===== config.mk =====
export PLATFORM = sky130hd
export DESIGN_NAME = read_iq_multi_flat
export DESIGN_NICKNAME = d
export VERILOG_FILES = /design/src/rtl/read_iq_multi_if.sv /design/src/rtl/read_iq_multi.sv /design/src/flat_wrapper.sv
export SDC_FILE = /design/constraint.sdc
export NUM_CORES = 1
export LEC_CHECK = 0
export CORE_ASPECT_RATIO = 0.6
export CORE_MARGIN = 5
export CORE_UTILIZATION = 40
export DETAILED_ROUTE_END_ITERATION = 8
export PLACE_DENSITY = 0.72
export SLEW_MARGIN = 10
export SYNTH_ARGS = -nofsm -noshare
export SYNTH_HDL_FRONTEND = slang
export SYNTH_SLANG_ARGS = --single-unit

===== constraint.sdc =====
create_clock -name clock -period 4.6 [get_ports clock]
set_input_delay 0.92 -clock clock [delete_from_list [all_inputs] [get_ports clock]]
set_output_delay 0.92 -clock clock [all_outputs]
set_load 0.01 [all_outputs]

===== src/rtl/read_iq_multi_if.sv =====
// Port bundle for the IQ unpacker: input FIFO pop side, paired I/Q FIFO push side and status.
// The master modport is the unpacker's view; slave is the surrounding FIFO/control side.
interface read_iq_multi_if #(
    parameter int unsigned PAIRS_PER_WORD = 1,
    parameter int unsigned OUT_W          = 32
);
    localparam int unsigned IN_W = 32 * PAIRS_PER_WORD;

    logic             in_rd_en;
    logic             in_empty;
    logic [IN_W-1:0]  in_dout;
    logic             out_i_wr_en;
    logic             out_i_full;
    logic [OUT_W-1:0] out_i_din;
    logic             out_q_wr_en;
    logic             out_q_full;
    logic [OUT_W-1:0] out_q_din;
    logic             iq_swap;
    logic [31:0]      pair_count;

    modport master (
        output in_rd_en,
        input  in_empty,
        input  in_dout,
        output out_i_wr_en,
        input  out_i_full,
        output out_i_din,
        output out_q_wr_en,
        input  out_q_full,
        output out_q_din,
        input  iq_swap,
        output pair_count
    );

    modport slave (
        input  in_rd_en,
        output in_empty,
        output in_dout,
        input  out_i_wr_en,
        output out_i_full,
        input  out_i_din,
        input  out_q_wr_en,
        output out_q_full,
        input  out_q_din,
        output iq_swap,
        input  pair_count
    );
endinterface


===== src/rtl/read_iq_multi.sv =====
// IQ front-end unpacker: pops words of PAIRS_PER_WORD byte-swapped I/Q pairs, quantises them
// on load and streams one (I,Q) pair per cycle into the I and Q output FIFOs.
module read_iq_multi #(
    parameter int unsigned PAIRS_PER_WORD = 1,
    parameter int unsigned QUANT_BITS     = 10,
    parameter int unsigned OUT_W          = 32
) (
    input  logic           clock,
    input  logic           reset,
    read_iq_multi_if.master bus
);
    localparam int unsigned     IDX_W    = (PAIRS_PER_WORD > 1) ? $clog2(PAIRS_PER_WORD) : 1;
    localparam logic [IDX_W-1:0] LAST_IDX = IDX_W'(PAIRS_PER_WORD - 1);

    localparam logic [1:0] ST_LOAD = 2'b01;
    localparam logic [1:0] ST_EMIT = 2'b10;

    logic [1:0]       state;
    logic [1:0]       state_nxt;
    logic [IDX_W-1:0] idx;
    logic [IDX_W-1:0] idx_nxt;
    logic [31:0]      count;

    logic [OUT_W-1:0] word_i [PAIRS_PER_WORD];
    logic [OUT_W-1:0] word_q [PAIRS_PER_WORD];
    logic [OUT_W-1:0] cap_i  [PAIRS_PER_WORD];
    logic [OUT_W-1:0] cap_q  [PAIRS_PER_WORD];
    logic [OUT_W-1:0] sel_i;
    logic [OUT_W-1:0] sel_q;

    logic out_ok;
    logic load;
    logic clear;
    logic rd;
    logic wr;

    // Samples travel little-endian within each 16-bit field.
    function automatic logic [15:0] raw_i(input logic [31:0] p);
        return {p[23:16], p[31:24]};
    endfunction

    function automatic logic [15:0] raw_q(input logic [31:0] p);
        return {p[7:0], p[15:8]};
    endfunction

    function automatic logic [OUT_W-1:0] quantise(input logic [15:0] s);
        logic [OUT_W-1:0] ext;
        ext = OUT_W'($signed(s));
        return ext << QUANT_BITS;
    endfunction

    // Quantise every pair of the word at the FIFO head, swap applied at capture time.
    always_comb begin
        for (int k = 0; k < int'(PAIRS_PER_WORD); k++) begin
            if (bus.iq_swap) begin
                cap_i[k] = quantise(raw_q(bus.in_dout[32*k +: 32]));
                cap_q[k] = quantise(raw_i(bus.in_dout[32*k +: 32]));
            end else begin
                cap_i[k] = quantise(raw_i(bus.in_dout[32*k +: 32]));
                cap_q[k] = quantise(raw_q(bus.in_dout[32*k +: 32]));
            end
        end
    end

    // Pending pair mux.
    always_comb begin
        sel_i = '0;
        sel_q = '0;
        for (int k = 0; k < int'(PAIRS_PER_WORD); k++) begin
            if (idx == IDX_W'(k)) begin
                sel_i = word_i[k];
                sel_q = word_q[k];
            end
        end
    end

    // Next-state and handshake decode; the last pair of a word reloads in the same cycle.
    always_comb begin
        state_nxt = state;
        idx_nxt   = idx;
        load      = 1'b0;
        clear     = 1'b0;
        rd        = 1'b0;
        wr        = 1'b0;
        out_ok    = !bus.out_i_full && !bus.out_q_full;
        case (state)
            ST_LOAD: begin
                if (!bus.in_empty) begin
                    rd        = 1'b1;
                    load      = 1'b1;
                    idx_nxt   = '0;
                    state_nxt = ST_EMIT;
                end
            end
            ST_EMIT: begin
                if (out_ok) begin
                    wr = 1'b1;
                    if (idx != LAST_IDX) begin
                        idx_nxt = idx + IDX_W'(1);
                    end else if (!bus.in_empty) begin
                        rd      = 1'b1;
                        load    = 1'b1;
                        idx_nxt = '0;
                    end else begin
                        state_nxt = ST_LOAD;
                    end
                end
            end
            default: begin
                state_nxt = ST_LOAD;
                idx_nxt   = '0;
                clear     = 1'b1;
            end
        endcase
    end

    always_ff @(posedge clock or posedge reset) begin
        if (reset) begin
            state <= ST_LOAD;
            idx   <= '0;
            count <= '0;
            for (int k = 0; k < int'(PAIRS_PER_WORD); k++) begin
                word_i[k] <= '0;
                word_q[k] <= '0;
            end
        end else begin
            state <= state_nxt;
            idx   <= idx_nxt;
            if (clear) begin
                count <= '0;
            end else if (wr) begin
                count <= count + 32'd1;
            end
            for (int k = 0; k < int'(PAIRS_PER_WORD); k++) begin
                if (clear) begin
                    word_i[k] <= '0;
                    word_q[k] <= '0;
                end else if (load) begin
                    word_i[k] <= cap_i[k];
                    word_q[k] <= cap_q[k];
                end
            end
        end
    end

    // Handshakes are forced low for the whole time reset is held.
    assign bus.in_rd_en    = rd && !reset;
    assign bus.out_i_wr_en = wr && !reset;
    assign bus.out_q_wr_en = wr && !reset;
    assign bus.out_i_din   = (wr && !reset) ? sel_i : '0;
    assign bus.out_q_din   = (wr && !reset) ? sel_q : '0;
    assign bus.pair_count  = count;

endmodule


===== src/flat_wrapper.sv =====
// flat-port wrapper written by rule: the top's interface ports become plain ports
module read_iq_multi_flat 
#(
    parameter int unsigned PAIRS_PER_WORD = 1,
    parameter int unsigned QUANT_BITS     = 10,
    parameter int unsigned OUT_W          = 32
)
  (clock, reset, bus_in_rd_en, bus_in_empty, bus_in_dout, bus_out_i_wr_en, bus_out_i_full, bus_out_i_din, bus_out_q_wr_en, bus_out_q_full, bus_out_q_din, bus_iq_swap, bus_pair_count);
  read_iq_multi_if #(.PAIRS_PER_WORD(PAIRS_PER_WORD), .OUT_W(OUT_W)) bus_i ();
  input  logic clock;
  input  logic reset;
  output wire logic [$bits(bus_i.in_rd_en)-1:0] bus_in_rd_en;
  input wire logic [$bits(bus_i.in_empty)-1:0] bus_in_empty;
  input wire logic [$bits(bus_i.in_dout)-1:0] bus_in_dout;
  output wire logic [$bits(bus_i.out_i_wr_en)-1:0] bus_out_i_wr_en;
  input wire logic [$bits(bus_i.out_i_full)-1:0] bus_out_i_full;
  output wire logic [$bits(bus_i.out_i_din)-1:0] bus_out_i_din;
  output wire logic [$bits(bus_i.out_q_wr_en)-1:0] bus_out_q_wr_en;
  input wire logic [$bits(bus_i.out_q_full)-1:0] bus_out_q_full;
  output wire logic [$bits(bus_i.out_q_din)-1:0] bus_out_q_din;
  input wire logic [$bits(bus_i.iq_swap)-1:0] bus_iq_swap;
  output wire logic [$bits(bus_i.pair_count)-1:0] bus_pair_count;
  assign bus_in_rd_en = bus_i.in_rd_en;
  assign bus_i.in_empty = bus_in_empty;
  assign bus_i.in_dout = bus_in_dout;
  assign bus_out_i_wr_en = bus_i.out_i_wr_en;
  assign bus_i.out_i_full = bus_out_i_full;
  assign bus_out_i_din = bus_i.out_i_din;
  assign bus_out_q_wr_en = bus_i.out_q_wr_en;
  assign bus_i.out_q_full = bus_out_q_full;
  assign bus_out_q_din = bus_i.out_q_din;
  assign bus_i.iq_swap = bus_iq_swap;
  assign bus_pair_count = bus_i.pair_count;
  read_iq_multi #(.PAIRS_PER_WORD(PAIRS_PER_WORD), .QUANT_BITS(QUANT_BITS), .OUT_W(OUT_W)) u_core (.clock(clock), .reset(reset), .bus(bus_i));
endmodule

**Word-level counts from Yosys, hierarchy flattened**

Cells that the tools add are included.

- Flip-flop bits (word level): 99
- Input bits: 38
- Word-level logic and storage cells: 51

- Add/subtract/negate cells: 2
- Equality and inequality tests: 8
- Muxes and demuxes: 27
- Reductions and logical operators: 9

Operators with widths:

| kind | number |
|---|---|
| 32-bit 2-to-1 mux | 12 |
| 32-bit by 1-bit adder with 32-bit output, second input constant | 1 |
| 1-bit 2-to-1 mux | 8 |
| 2-bit 2-to-1 mux | 4 |
| 2-bit by 1-bit != test with 1-bit output, second input constant | 3 |
| 2-bit != test, second input constant | 3 |
| 1-bit one-hot mux with 2 select lines | 2 |
| 2-bit one-hot mux with 2 select lines | 1 |
| 4-bit AND reduction | 1 |
| 1-bit logical AND | 3 |
| 1-bit zero test | 3 |
| 2-bit by 1-bit == test with 1-bit output, second input constant | 1 |
| 2-bit == test, second input constant | 1 |
| 2-bit AND reduction | 1 |
| 2-bit OR reduction | 1 |
| 1-bit adder, second input constant | 1 |

**Depth between registers and ports, before layout**

- Depth after elaboration: 6
- Mapped depth: 8
- Gate-level depth less buffers: 7

**Worst setup path after synthesis**

OpenSTA, ideal clock, no wires.

- Path type: input to output
- From: in reset
- To: out bus_out_i_din[26]
- Data arrival time: 3.818 ns
- Data required time: 3.680 ns
- Slack: -0.138 ns
- Stages on the path: 4
- Buffers on the path: 2
- Path through: inv_1 -> clkbuf_1 -> and3_1 -> buf_4

- Cells in the longest elaborated chain, start to end: 3

Ends and longest elaborated chain:

| element | line | text |
|---|---|---|
| start: declaration | flat_wrapper.sv:11 | `input logic reset;` |
| 1-bit zero test (no line) | n/a |  |
| 1-bit logical AND | read_iq_multi.sv:150 | `assign bus.out_i_din = (wr && !reset) ? sel_i : '0;` |
| 32-bit 2-to-1 mux | read_iq_multi.sv:150 |  |
| end: declaration | flat_wrapper.sv:17 | `output wire logic [$bits(bus_i.out_i_din)-1:0] bus_out_i_din;` |

No other way between the ends.

**Final worst setup path**

- From: in bus_out_q_full
- To: out bus_in_rd_en

- Cells in the longest elaborated chain, start to end: 5

Ends and longest elaborated chain:

| element | line | text |
|---|---|---|
| start: declaration | flat_wrapper.sv:19 | `input wire logic [$bits(bus_i.out_q_full)-1:0] bus_out_q_full;` |
| 1-bit zero test | read_iq_multi.sv:85 | `out_ok = !bus.out_i_full && !bus.out_q_full;` |
| 1-bit logical AND | read_iq_multi.sv:85 |  |
| 1-bit 2-to-1 mux | read_iq_multi.sv:96 | `if (out_ok) begin` |
| 1-bit one-hot mux with 2 select lines | read_iq_multi.sv:86 | `case (state)` |
| 1-bit logical AND | read_iq_multi.sv:147 | `assign bus.in_rd_en = rd && !reset;` |
| end: declaration | flat_wrapper.sv:12 | `output wire logic [$bits(bus_i.in_rd_en)-1:0] bus_in_rd_en;` |

No other way between the ends.

==> impl_metrics.toml <==
[status]
status = "finished, final reports clean"

[detailed_routing]
ant_nets = 0
drtPass1Iterations = 4
viasPerCell = 5.18
drt_iter0_drc = 174
wl_per_cell_um = 16.6
wl_um = 9720
drc = 0
vias = 3034

[synthesis]
synth.distinct_cells = 37
synth_top_area_frac = 0.439
synthFlopType = "dfrtp_1"
synth_area_leaders = "dfrtp_1 44%, mux2i_1 8.7%, o2bb2ai_1 7.6%"
yosysSeqAreaShare = 0.446
synth_edf_count = 0
synth_top_cell_by_area = "dfrtp_1"
synth_common_cells = "65 x dfrtp_1, 35 x and3_1, 33 x buf_4"
synth_most_common_cell = "dfrtp_1"
synthesis.area_um2 = 3700
ys_warn_count = 0
ys_seq_elements = 66
ys_async_sr_fraction = 1.00
syn_inst = 369
syn_avg_cell_area_um2 = 10.0

[timing]
fin_skew_ns = 0.00606
setup_viol = 0
slew_violations = 0
hold_viol = 0
fin_tns_setup_ns = 0
finalCritPeriodShare = 0.839
hold_slack_ns = 0.478
fmax_ghz = 0.259
worstMarginPinSlew_ns = 0.916
rsz0062_at_grt = "no"
min_period_ns = 3.86
maxSlewHeadroom = 0.389

[power_and_ir_drop]
p_leak_nw = 2.33
ir_worst_vdd_mv = 0.258
power_density_nw_per_um2 = 382

[placed_design]
routabilityCongestion = 0.779
port_buffers = 116
hpwl_um = 6950

[worst_setup_path]
end_kind = "output port"
path_class = "input pin to output port"
cp.arrival_ns = 2.94
start_kind = "input pin"
ff2ff_path_depth = 7
cp_data_required_time_ns = 3.68
worstPathMaxFanout = 9

[worst_hold_path]
holdPathStages = 1
hp-class = "register to register"

[clock_network]
clock_path_buffers = 2
cts-htree-levels = 3
tritoncts = "done"
cts_resized = 0
cts_setup_buffers = 0
ctsHoldBuffers = 0
cts_buffers = 9
cts-root-buf = "clkbuf_16"
clk_pin_slew_ns = 0.05
numClockSinks = 66
clk_latency_ns = 0.33

[final_layout]
final_nets = 507
final_layout_size_suffix_gt1_frac = 0.0723
synthToLayoutAreaGrowth_pct = 36.9
fillers = 813
num_antenna_cells = 0

[global_routing]
antenna_found_initial = 0
grt_pass1_vias = 3026
grt_max_degree = 46
grt_pass1_wl_um = 15800
grtUsageTotal = 0.169
grt_overflow_total = 0

[floorplan]
rows = 27
initial_core_util = 0.407
die_w_um = 134
ios = 137
die_h_um = 84.5
core_area_um2 = 9090
die_area_um2 = 11300

[run]
maxCapViolCount = 0
==> critical path, cell delays in order <==
cell	delay, ns
clkdlybuf4s50_1	0.49
nor3b_2	0.27
buf_4	0.20
nor2_1	0.06
or3_1	0.36
nor2_1	0.10
clkdlybuf4s50_1	0.54
==> power breakdown <==
group          switching [mW]  total (mW)  internal (mW)  leakage, nW
Sequential             0.0770       0.809          0.732        0.902
Clock                   0.236       0.594          0.357        0.129
Combinational           0.335       0.536          0.201         1.30
==> layout by cell type (no fill, tap or decap), types with 2 or more instances in the layout <==
cell type          n
clkbuf_16          9
dfrtp_1           65
xnor2_1            2
o21ai_0           10
nand4_1           11
inv_1              5
a21oi_1           10
conb_1            20
and4_1             3
mux2i_1           32
clkbuf_1           2
xor2_1            18
nand4_2            3
nor4_1             2
or3_1              9
o2bb2ai_1         32
nand3_1            9
buf_4              7
and2_1             2
clkinv_2           5
ha_1               3
nor2_1            31
nand2_1           13
clkdlybuf4s50_1  115
and3_1            35
==> path summary, 6_finish.rpt <==
check,end,slack (ns),startpoint
max in group asynchronous,u_core.word_q[20]$_DFFE_PP0P_,2.81,reset
setup reg to reg,u_core.bus.pair_count[27]$_DFFE_PP0P_,2.20,u_core.state[0]$_DFFE_PP1P_
hold reg to reg,u_core.word_q[19]$_DFFE_PP0P_,0.48,u_core.word_q[19]$_DFFE_PP0P_
hold / removal,u_core.word_q[19]$_DFFE_PP0P_,0.48,u_core.word_q[19]$_DFFE_PP0P_
min in group asynchronous,u_core.word_q[22]$_DFFE_PP0P_,0.95,reset
setup / recovery,bus_in_rd_en,0.74,bus_out_q_full
==> flip-flops by register name (all words and copies together) (netlist names) <==
register,count
u_core.bus.pair_count,32
u_core.state,2
u_core.word_q,16
u_core.word_i,16
==> final cells by class <==
class	count	area (µm²)	share of cell area
Multi-Input combinational cell	259	1770	0.348
Sequential cell	66	1650	0.326
Clock buffer	11	233	0.0459
Inverter	6	23.8	0.00469
Clock inverter	4	20.0	0.00395
Timing Repair Buffer	124	1230	0.242
Tap cell	116	145	0.0286
==> metrics by stage <==
step                      power, mW  cells  cell area, µm²  utilization  setup slack (ns)
after CTS                      1.95    586            5070        0.558             0.741
after global routing           2.05    586            5070        0.558             0.678
final                          1.94    586            5070        0.558             0.742
after detailed placement       1.35    571            4820        0.530             0.787
after floorplan                1.18    388            3770            -              1.02
after global placement         1.33    571            4820        0.530             0.755
==> cells by family (layout without fill, tap and decap cells) <==
kind of cell / Yosys count / in the layout / share of synthesized area
compound gates: 58 / 58 / 0.117
xor+xnor: 20 / 20 / 0.0473
fa+ha+maj: 3 / 3 / 0.0101
buf+inv: 63 / 145 / 0.0977
flops: 66 / 66 / 0.446
mux: 33 / 33 / 0.0896
other cells: 1 / 20 / 0.00101
simple gates: 125 / 125 / 0.191
==> per-layer routing <==
layer / up-vias / global-route usage / part of all wire
met1: 1488 / 0.243 / 0.49
met4: 0 / 0.0444 / 0.011
met3: 12 / 0.0479 / 0.056
met2: 80 / 0.252 / 0.44
met5: - / 0 / 0
li1: 1454 / - / -
(Power assumes the default switching activity.)
